===== config.mk =====
export PLATFORM = sky130hd
export DESIGN_NAME = channel_sample_scheduler_flat
export DESIGN_NICKNAME = d
export VERILOG_FILES = /design/src/rtl/channel_sample_scheduler_if.sv /design/src/rtl/channel_sample_scheduler.sv /design/src/flat_wrapper.sv
export SDC_FILE = /design/constraint.sdc
export NUM_CORES = 1
export LEC_CHECK = 0
export CAP_MARGIN = 20
export CORE_MARGIN = 10
export CORE_UTILIZATION = 38
export DETAILED_ROUTE_END_ITERATION = 6
export PLACE_DENSITY_LB_ADDON = 0.05
export SYNTH_ARGS = -nofsm -noshare
export SYNTH_HDL_FRONTEND = slang
export SYNTH_SLANG_ARGS = --single-unit
export TNS_END_PERCENT = 5

===== constraint.sdc =====
create_clock -name clk -period 6.73 [get_ports clk]
set_clock_uncertainty 0.1 [all_clocks]
set_input_delay 1.346 -clock clk [delete_from_list [all_inputs] [get_ports clk]]
set_output_delay 1.346 -clock clk [all_outputs]
set_load 0.03 [all_outputs]

===== src/rtl/channel_sample_scheduler_if.sv =====
// Buffer RAM port and readout sample stream of channel_sample_scheduler.
interface channel_sample_scheduler_if #(
  parameter int DW = 8,
  parameter int AW = 7
);
  logic          buf_we;
  logic          buf_re;
  logic [AW-1:0] buf_addr;
  logic [DW-1:0] buf_wdata;
  logic [DW-1:0] buf_rdata;
  logic          rd_valid;
  logic [DW-1:0] rd_data;
  logic          rd_ready;

  modport master (
    output buf_we, buf_re, buf_addr, buf_wdata,
    input  buf_rdata,
    output rd_valid, rd_data,
    input  rd_ready
  );

  modport slave (
    input  buf_we, buf_re, buf_addr, buf_wdata,
    output buf_rdata,
    input  rd_valid, rd_data,
    output rd_ready
  );
endinterface


===== src/rtl/channel_sample_scheduler.sv =====
// Round-robin arbiter between N_CH capture channels and one readout engine over a shared
// single-port sample buffer. Define CHSCHED_DROP_NEW_EN to discard captures into full channels.
module channel_sample_scheduler #(
  parameter int N_CH  = 7,
  parameter int DEPTH = 10,
  parameter int DW    = 8,
  parameter int AW    = $clog2(N_CH * DEPTH),
  parameter int CW    = (N_CH > 1) ? $clog2(N_CH) : 1
) (
  input  logic               clk,
  input  logic               rst_n,
  input  logic               ena,
  input  logic [N_CH-1:0]    cap_req,
  input  logic [N_CH*DW-1:0] cap_data,
  output logic [N_CH-1:0]    cap_gnt,
  input  logic               rd_start,
  input  logic [CW-1:0]      rd_ch,
  output logic               rd_busy,
  output logic               rd_done,
  output logic [N_CH-1:0]    ovf,
  output logic [0:0]         dbg_state,
  channel_sample_scheduler_if.master bus
);

  localparam int NS  = N_CH + 1;
  localparam int SW  = $clog2(NS);
  localparam int PW  = $clog2(DEPTH);
  localparam int CNW = $clog2(DEPTH + 1);

  localparam logic [0:0] ST_IDLE  = 1'b0;
  localparam logic [0:0] ST_DRAIN = 1'b1;

`ifdef CHSCHED_DROP_NEW_EN
  localparam bit DROP_NEW = 1'b1;
`else
  localparam bit DROP_NEW = 1'b0;
`endif

  logic [PW-1:0]  wptr  [N_CH];
  logic [PW-1:0]  rptr  [N_CH];
  logic [CNW-1:0] count [N_CH];
  logic [DW-1:0]  sample [N_CH];
  logic [SW-1:0]  rr_ptr;
  logic [0:0]     state;
  logic [CW-1:0]  cur_ch;
  logic [CNW-1:0] remaining;
  logic           pending;

  logic           rd_req;
  logic [NS-1:0]  req;
  logic [NS-1:0]  req_rot;
  logic           win_valid;
  logic [SW-1:0]  win;
  logic           cap_fire;
  logic           rd_fire;
  logic [CW-1:0]  cap_ch;
  logic           cap_full;
  logic           cap_write;
  logic           start_fire;
  logic           drain_end;

  function automatic logic [AW-1:0] addr_of(input logic [CW-1:0] ch, input logic [PW-1:0] ptr);
    return AW'(int'(ch) * DEPTH + int'(ptr));
  endfunction

  function automatic logic [PW-1:0] ptr_inc(input logic [PW-1:0] p);
    return (p == PW'(DEPTH - 1)) ? '0 : p + PW'(1);
  endfunction

  always_comb begin
    for (int c = 0; c < N_CH; c++) sample[c] = cap_data[c*DW +: DW];
  end

  // Readout stream: a sample moves on every rising edge where rd_valid && rd_ready; rd_data
  // is held stable while rd_valid is high and rd_ready is low. At most one read is in flight,
  // and a read is only issued when the output register is empty or being emptied this cycle.
  assign rd_req = (state == ST_DRAIN) && (remaining != '0) && !pending &&
                  (!bus.rd_valid || bus.rd_ready);
  assign req    = {rd_req, cap_req};

  always_comb begin
    req_rot   = NS'({req, req} >> rr_ptr);
    win_valid = 1'b0;
    win       = '0;
    for (int k = 0; k < NS; k++) begin
      if (!win_valid && req_rot[k]) begin
        win_valid = 1'b1;
        win = (int'(rr_ptr) + k >= NS) ? SW'(int'(rr_ptr) + k - NS) : SW'(int'(rr_ptr) + k);
      end
    end
    if (!ena) win_valid = 1'b0;
  end

  assign cap_fire   = win_valid && (win != SW'(N_CH));
  assign rd_fire    = win_valid && (win == SW'(N_CH));
  assign cap_ch     = CW'(win);
  assign cap_full   = (count[cap_ch] == CNW'(DEPTH));
  assign cap_write  = cap_fire && (!cap_full || !DROP_NEW);
  assign start_fire = ena && rd_start && (state == ST_IDLE);
  assign drain_end  = (state == ST_DRAIN) && (remaining == '0) && !pending &&
                      bus.rd_valid && bus.rd_ready;

  always_comb begin
    cap_gnt = '0;
    if (cap_fire) cap_gnt[cap_ch] = 1'b1;
  end

  assign rd_busy   = (state == ST_DRAIN);
  assign dbg_state = state;

  always_ff @(posedge clk or negedge rst_n) begin
    if (!rst_n) begin
      for (int c = 0; c < N_CH; c++) begin
        wptr[c]  <= '0;
        rptr[c]  <= '0;
        count[c] <= '0;
      end
      rr_ptr        <= '0;
      state         <= ST_IDLE;
      cur_ch        <= '0;
      remaining     <= '0;
      pending       <= 1'b0;
      rd_done       <= 1'b0;
      ovf           <= '0;
      bus.buf_we    <= 1'b0;
      bus.buf_re    <= 1'b0;
      bus.buf_addr  <= '0;
      bus.buf_wdata <= '0;
      bus.rd_valid  <= 1'b0;
      bus.rd_data   <= '0;
    end else begin
      bus.buf_we <= 1'b0;
      bus.buf_re <= 1'b0;
      rd_done    <= 1'b0;

      if (win_valid) rr_ptr <= (win == SW'(N_CH)) ? '0 : win + SW'(1);

      if (start_fire) begin
        cur_ch     <= rd_ch;
        remaining  <= count[rd_ch];
        ovf[rd_ch] <= 1'b0;
        if (count[rd_ch] == '0) rd_done <= 1'b1;
        else                    state   <= ST_DRAIN;
      end else if (drain_end) begin
        state   <= ST_IDLE;
        rd_done <= 1'b1;
      end

      // A full channel keeps its count: the oldest sample is overwritten (or the new one dropped).
      if (cap_write) begin
        bus.buf_we    <= 1'b1;
        bus.buf_addr  <= addr_of(cap_ch, wptr[cap_ch]);
        bus.buf_wdata <= sample[cap_ch];
        wptr[cap_ch]  <= ptr_inc(wptr[cap_ch]);
        if (cap_full) rptr[cap_ch]  <= ptr_inc(rptr[cap_ch]);
        else          count[cap_ch] <= count[cap_ch] + CNW'(1);
      end
      if (cap_fire && cap_full) ovf[cap_ch] <= 1'b1;

      if (rd_fire) begin
        bus.buf_re     <= 1'b1;
        bus.buf_addr   <= addr_of(cur_ch, rptr[cur_ch]);
        rptr[cur_ch]   <= ptr_inc(rptr[cur_ch]);
        count[cur_ch]  <= count[cur_ch] - CNW'(1);
        remaining      <= remaining - CNW'(1);
        pending        <= 1'b1;
      end

      if (pending) begin
        bus.rd_data  <= bus.buf_rdata;
        bus.rd_valid <= 1'b1;
        pending      <= 1'b0;
      end else if (bus.rd_valid && bus.rd_ready) begin
        bus.rd_valid <= 1'b0;
      end
    end
  end

endmodule

===== src/flat_wrapper.sv =====
// flat-port wrapper written by rule: the top's interface ports become plain ports
module channel_sample_scheduler_flat 
#(
  parameter int N_CH  = 7,
  parameter int DEPTH = 10,
  parameter int DW    = 8,
  parameter int AW    = $clog2(N_CH * DEPTH),
  parameter int CW    = (N_CH > 1) ? $clog2(N_CH) : 1
)
  (clk, rst_n, ena, cap_req, cap_data, cap_gnt, rd_start, rd_ch, rd_busy, rd_done, ovf, dbg_state, bus_buf_we, bus_buf_re, bus_buf_addr, bus_buf_wdata, bus_buf_rdata, bus_rd_valid, bus_rd_data, bus_rd_ready);
  channel_sample_scheduler_if #(.DW(DW), .AW(AW)) bus_i ();
  input  logic clk;
  input  logic rst_n;
  input  logic ena;
  input  logic [N_CH-1:0] cap_req;
  input  logic [N_CH*DW-1:0] cap_data;
  output logic [N_CH-1:0] cap_gnt;
  input  logic rd_start;
  input  logic [CW-1:0] rd_ch;
  output logic rd_busy;
  output logic rd_done;
  output logic [N_CH-1:0] ovf;
  output logic [0:0] dbg_state;
  output wire logic [$bits(bus_i.buf_we)-1:0] bus_buf_we;
  output wire logic [$bits(bus_i.buf_re)-1:0] bus_buf_re;
  output wire logic [$bits(bus_i.buf_addr)-1:0] bus_buf_addr;
  output wire logic [$bits(bus_i.buf_wdata)-1:0] bus_buf_wdata;
  input wire logic [$bits(bus_i.buf_rdata)-1:0] bus_buf_rdata;
  output wire logic [$bits(bus_i.rd_valid)-1:0] bus_rd_valid;
  output wire logic [$bits(bus_i.rd_data)-1:0] bus_rd_data;
  input wire logic [$bits(bus_i.rd_ready)-1:0] bus_rd_ready;
  assign bus_buf_we = bus_i.buf_we;
  assign bus_buf_re = bus_i.buf_re;
  assign bus_buf_addr = bus_i.buf_addr;
  assign bus_buf_wdata = bus_i.buf_wdata;
  assign bus_i.buf_rdata = bus_buf_rdata;
  assign bus_rd_valid = bus_i.rd_valid;
  assign bus_rd_data = bus_i.rd_data;
  assign bus_i.rd_ready = bus_rd_ready;
  channel_sample_scheduler #(.N_CH(N_CH), .DEPTH(DEPTH), .DW(DW), .AW(AW), .CW(CW)) u_core (.clk(clk), .rst_n(rst_n), .ena(ena), .cap_req(cap_req), .cap_data(cap_data), .cap_gnt(cap_gnt), .rd_start(rd_start), .rd_ch(rd_ch), .rd_busy(rd_busy), .rd_done(rd_done), .ovf(ovf), .dbg_state(dbg_state), .bus(bus_i));
endmodule

==> results.md, run 1 <==
- Status: finished, final reports clean
- CTS sink count: 130
- Max-Slew Margin vs Limit: 0.435
- Most common cell in the netlist: dfrtp_1
- Routed wire length: 33300 µm
- Ys async rst share: 1.00
- Gpl congestion: 0.881
- Vias after detailed routing: 8952
- Ys flop type: dfrtp_1
- Crit-path max FO: 9
- CTS Buf Count: 17
- Die height: 176 µm
- Site row count: 57
- Post-route ant nets: 0
- Critical Path Max Stage Delay: 0.45 ns
- Drt drc: 0
- Final Core Density: 0.481
- IO Pins: 122
- First-pass GRT wire length: 52500 µm
- Syn avg cell area: 9.04 µm²
- Critical Path Source Type: input pin
- Grt ovf: 0
- Synth-to-layout area growth: 25.2%
- Worst-path cell chain: clkdlybuf4s50_1 > mux2_2 > a221oi_2 > o221ai_2 > nor4_4 > a221o_1 > a31oi_1 > or2_1 > ha_1 > ha_1 > inv_1 > nand2b_2 > nor2_1 > buf_4 > nand3_1 > inv_1 > buf_4
- Fillers: 2353
- Worst min path class: reg -> reg
- Synth area leaders: dfrtp_1 35%, mux2i_1 6.5%, mux2_2 4.8%
- Clk_lat worst skew: 0.43 ns
- Synth top area share: 0.350
- Pin slew with the least headroom to its limit: 0.847 ns
- Cells after Synth: slightly above 1000
- Die Footprint: just over 30000 µm²
- Diodes inserted: 0
- Worst path required time: 5.28 ns
- Layout net count: 1258
- Final period utilization: 0.961
- Final Critical Period: 6.47 ns
- IO buf count: 121
- CP endpoint kind: output port
- Antenna violations before repair: 1
- Netlist cell types: 84
- Synth area leader: dfrtp_1
- Layout cells sized above 1: 0.166
- Arr. time, crit path: 5.02 ns
- Setup bufs post-CTS: 0
- Initial core utilization: 0.384
- CP max-delay cell: clkdlybuf4s50_1
- Max_cap viols: 0
- Pins Over Slew Limit: 0
- Hpwl dp: between 20000 and 25000 µm
- EDFF count, synth: 0
- Wirelength per Cell: ~22 µm
- Pre-antenna DRT Iters: 7
- H-tree depth: 4
- Yosys warning count: 0
- Number of global-route vias before repair: 8677
- Clock Tree Root: clkbuf_16
- Critical path type: in -> out
- Initial DRC Count: between 700 and 800
- Top post-synthesis cells by count: 130 x dfrtp_1, 105 x nand2_1, 77 x nor2_1
- Vias/cell: approximately 6
- Seq cells post-synth: 130
- Total track usage: 0.212
- Mapped cell area: 9290 µm²
- Endpoints failing hold: 0
- Core box area: between 20000 and 25000 µm²
- Final setup vio count: 0
- RSZ-0062 raised after global routing: false
- Syn Nets: 1129
- TritonCTS clock tree: built
- Setup TNS: 0 ns
- Clock-pin slew on the worst setup and hold paths: 0.06 ns
- Highest clock rate: 0.155 GHz
- Die X: 176 µm
- Clk buf depth: 2
- Largest net degree at the start of global routing: 84
- Sequential area share after synthesis: 0.350
state kept, by name (all words and copies together), names as in the netlist, 3 cells and up:
| name | flops |
|---|---|
| u_core.count | 28 |
| u_core.rptr | 28 |
| u_core.wptr | 28 |
| u_core.bus.buf_wdata | 8 |
| u_core.bus.rd_data | 8 |
| u_core.bus.buf_addr | 7 |
| u_core.ovf | 7 |
| u_core.remaining | 4 |
| u_core.cur_ch | 3 |
| u_core.rr_ptr | 3 |
cell families after synthesis:
| family | share of synthesized area |
|---|---|
| fa+ha+maj | 0.0312 |
| compound gates | 0.245 |
| simple gates | 0.171 |
| xor+xnor | 0.0123 |
| flops | 0.350 |
| buf+inv | 0.0478 |
| mux | 0.142 |
final timing paths:
path,from,end,slack (ns),cells after the start
max in group asynchronous,rst_n,u_core.ovf[0]$_DFF_PN0_,4.49,2
hold / removal,u_core.wptr[22]$_DFFE_PN0P_,u_core.wptr[22]$_DFFE_PN0P_,0.38,2
setup / recovery,cap_req[5],cap_gnt[6],0.26,17
setup reg to reg,u_core.rr_ptr[1]$_DFFE_PN0P_,u_core.rptr[26]$_DFF_PN0_,1.13,17
min in group asynchronous,rst_n,u_core.bus.rd_data[3]$_DFFE_PN0P_,0.85,1
hold reg to reg,u_core.wptr[22]$_DFFE_PN0P_,u_core.wptr[22]$_DFFE_PN0P_,0.38,2
layout by cell type, fill, tap and decap left out, types with 9 or more instances in the layout:
master and count:
and4_1 11, clkbuf_16 17, ha_1 20, o21ai_0 72, and2_1 9, a221oi_1 9
a31oi_1 51, mux2i_1 60, a21o_1 12, o211ai_1 17, nand3b_1 9, mux4_2 11
nand4_1 9, nand3_1 27, mux2_2 40, nor2_1 77, inv_1 26, nor2b_1 16
nand2_1 105, o22ai_1 16, a211oi_1 10, a21oi_1 36, clkdlybuf4s50_1 113, nor3_1 15
a22oi_1 17, buf_4 65, o21ai_1 10, xnor2_1 10, dfrtp_1 130
critical path, delay by kind of cell:
kind	cells	cell delay [ns]
muxes	1	0.32
AOI/OAI and AO/OA	4	0.90
buffers and inverters	5	0.96
and+or+nand+nor	5	1.09
adders and majority gates	2	0.38
through the flow:
stage,std cells,area (µm²),hold slack [ns],worst slack [ns]
floorplan,1028,9290,0.342,0.284
global placement,1462,11000,0.356,0.161
detailed placement,1462,11000,0.366,0.115
CTS,1494,11600,0.380,0.0867
global route,1494,11600,0.406,0.0164
finish,1494,11600,0.376,0.260
repair_timing:
| item | CTS | global route |
|---|---|---|
| hold buffers | 0 | 0 |
| gates resized for setup | 0 | 1 |
| setup endpoints to repair | 0 | 7 |
final cells by class:
type | count | area, µm² | area share
Multi-Input combinational cell | 797 | 5610 | 0.482
Sequential cell | 130 | 3250 | 0.280
Timing Repair Buffer | 179 | 1630 | 0.140
Clock buffer | 19 | 443 | 0.0381
Tap cell | 324 | 405 | 0.0348
Clock inverter | 13 | 174 | 0.0149
Inverter | 32 | 124 | 0.0106
routing by layer:
| metal | up-vias | track usage | wire, µm |
|---|---|---|---|
| li1 | 4139 | - | - |
| met1 | 4427 | 0.287 | 15400 |
| met2 | 352 | 0.341 | 15400 |
| met3 | 34 | 0.0491 | 2120 |
| met4 | 0 | 0.0413 | 374 |
| met5 | - | 0 | 0 |
Power of run 1 is left out: the tool's default activity adds up to more than one toggle a clock period on the data nets, which glitch-free logic cannot reach.
==> inputs of run 2 (changes only) <==
==> constraint.sdc (replaced) <==
create_clock -name clk -period 7.8 [get_ports clk]
set_clock_uncertainty 0.1 [all_clocks]
set_input_delay 1.56 -clock clk [delete_from_list [all_inputs] [get_ports clk]]
set_output_delay 1.56 -clock clk [all_outputs]
set_load 0.03 [all_outputs]
==> results.md, run 2 (synthesis gave the netlist of run 1 again) <==
- CP endpoint kind: output port
- Final period utilization: 0.951
- Max_cap viols: 0 (unchanged)
- TritonCTS clock tree: built
- Endpoints failing hold: 0 (unchanged)
- Number of global-route vias before repair: 8396 (-3.2%)
- Post-route ant nets: 0 (unchanged)
- CTS sink count: 130 (unchanged)
- Register area: 3250 µm² (unchanged)
- PostCTS Resize Cnt: 0 (unchanged)
- Layout cells sized above 1: 0.147 (-0.0191)
- Highest clock rate: 0.135 GHz
- Drt drc: 0 (unchanged)
- Die height: 176 µm (unchanged)
- Crit-path max FO: 9 (unchanged)
- Critical Path Source Type: input pin
- Final setup vio count: 0 (unchanged)
- Core box area: 24200 µm² (unchanged)
- Grt ovf: 0 (unchanged)
- Initial core utilization: 0.384 (unchanged)
- Area of the multi-input gates: 5600 µm² (about the same)
- Capturing point of the worst reg2reg path: u_core.rptr[10]$_DFF_PN0_
- Worst-path cell chain: clkdlybuf4s50_1 > mux2_2 > a221oi_2 > o221ai_2 > nor4_4 > a221o_1 > a31oi_1 > or2_1 > ha_1 > ha_1 > inv_1 > nand2b_1 > nor2_1 > nand2_1 > inv_1 > buf_4
- Arr. time, crit path: 5.76 ns (+0.74 ns)
- R2R depth: 17 (unchanged)
- Hpwl dp: 22900 µm (-4.2%)
- Routed wire length: 32900 µm (-1.3%)
- Layout net count: 1234 (-1.9%)
- Clock Tree Root: clkbuf_16
- Diodes inserted: 0 (unchanged)
- Worst min path class: reg -> reg
- Total track usage: 0.208 (-0.00411)
- Pin slew with the least headroom to its limit: 0.920 ns (+0.0733 ns)
- Final Core Density: 0.471 (-0.00983)
- Worst path required time: 6.14 ns (+0.86 ns)
- H-tree depth: 4 (unchanged)
- Antenna violations before repair: 0 (-1)
- Commonest cells after routing, fill and taps aside: 130 x dfrtp_1, 113 x clkdlybuf4s50_1, 105 x nand2_1
- Vias after detailed routing: 8653 (-3.3%)
- Pins Over Slew Limit: 0 (unchanged)
- Vias/cell: 5.89 (-1.7%)
- Setup TNS: 0 ns (unchanged)
- Commonest non-fill, non-tap cell in the layout: dfrtp_1
- Initial DRC Count: 816 (+4.2%)
- Status: finished, final reports clean
- Clock-pin slew on the worst setup and hold paths: 0.06 ns (about the same)
- Pre-antenna DRT Iters: 5 (-2)
- Hold_sp: u_core.bus.buf_addr[2]$_DFFE_PN0P_
- Die Footprint: 31100 µm² (unchanged)
- Setup bufs post-CTS: 0 (unchanged)
- CTS Buf Count: 17 (unchanged)
- IO Pins: 122 (unchanged)
- Critical path type: in -> out
- Clk_lat worst skew: 0.43 ns (about the same)
- Fillers: 2333 (-0.85%)
- Site row count: 57 (unchanged)
- Reg-to-Reg Start: u_core.rr_ptr[1]$_DFFE_PN0P_
- Clk buf depth: 2 (unchanged)
- Wirelength per Cell: 22.4 µm (+0.38%)
- IO buf count: 121 (unchanged)
- Final Critical Period: 7.42 ns
- Largest regs: u_core.count x28, u_core.rptr x28, u_core.wptr x28
- Synth-to-layout area growth: 22.7%
- Critical Path Max Stage Delay: 0.53 ns (+0.08 ns)
- Max-Slew Margin vs Limit: 0.385 (-0.0506)
- Largest net degree at the start of global routing: 76 (-9.5%)
- R2R setup slack: 1.40 ns (+0.27 ns)
- Post-place setup slack: 0.430 ns (+0.315 ns)
- Buffer and inverter count on the worst path: 4 (-1)
- CP top delay family: simple AND/OR/NAND/NOR gates
- Hold Path Cell Cnt: 2 (unchanged)
- WHS Endpoint: u_core.bus.buf_addr[2]$_DFFE_PN0P_
- Gpl congestion: 0.905 (+2.8%)
- CP max-delay cell: clkdlybuf4s50_1
- First-pass GRT wire length: 50800 µm (-3.2%)
- CTS Hold Bufs: 0 (unchanged)
- Die X: 176 µm (unchanged)
- RSZ-0062 raised after global routing: false
- Final worst slack: 0.384 ns (+0.124 ns)
[run 2: stage by stage]
stage	hold slack, ns	instance area (µm²)	instances
global placement	0.360	10800	1438
detailed placement	0.370	10800	1438
floorplan	0.342	9290	1028
finish	0.377	11400	1469
global route	0.415	11400	1469
CTS	0.383	11400	1469
[run 2: area by class of cell]
class / count / area share
tap: 324 / 0.0356
multi-input combinational: 797 / 0.492
sequential: 130 / 0.285
timing repair buffer: 155 / 0.127
clock buffer: 20 / 0.0401
clock inverter: 11 / 0.00922
inverter: 32 / 0.0109
[run 2: how the worst max path moves through the flow]
stage                          start                        end  slack, ns  cells past startpoint
after floorplan           cap_req[1]                 cap_gnt[2]       0.93                     17
after global placement    cap_req[1]  u_core.rptr[10]$_DFF_PN0_       0.48                     17
after detailed placement  cap_req[1]  u_core.rptr[10]$_DFF_PN0_       0.43                     17
after CTS                 cap_req[1]                 cap_gnt[0]       0.43                     16
after global routing      cap_req[1]                 cap_gnt[0]       0.08                     16
final                     cap_req[1]                 cap_gnt[0]       0.38                     16
[run 2: layer usage]
| layer | track usage | routed length, µm | vias up |
|---|---|---|---|
| met5 | 0 | 0 | - |
| met3 | 0.0457 | 2070 | 42 |
| li1 | - | - | 4081 |
| met2 | 0.328 | 14900 | 319 |
| met1 | 0.286 | 15400 | 4211 |
| met4 | 0.0487 | 441 | 0 |
[run 2: worst reg2reg max path, delay by kind of cell, from the launching register on]
kind,cells,cell delay [ns]
flip-flops,1,0.74
AO/OA/AOI/OAI,7,1.85
AND/OR/NAND/NOR,4,1.95
multiplexers,2,0.82
buffers and inverters,3,0.69
adder cells (fa/ha/maj),1,0.14
Power of run 2 is left out for the same reason.
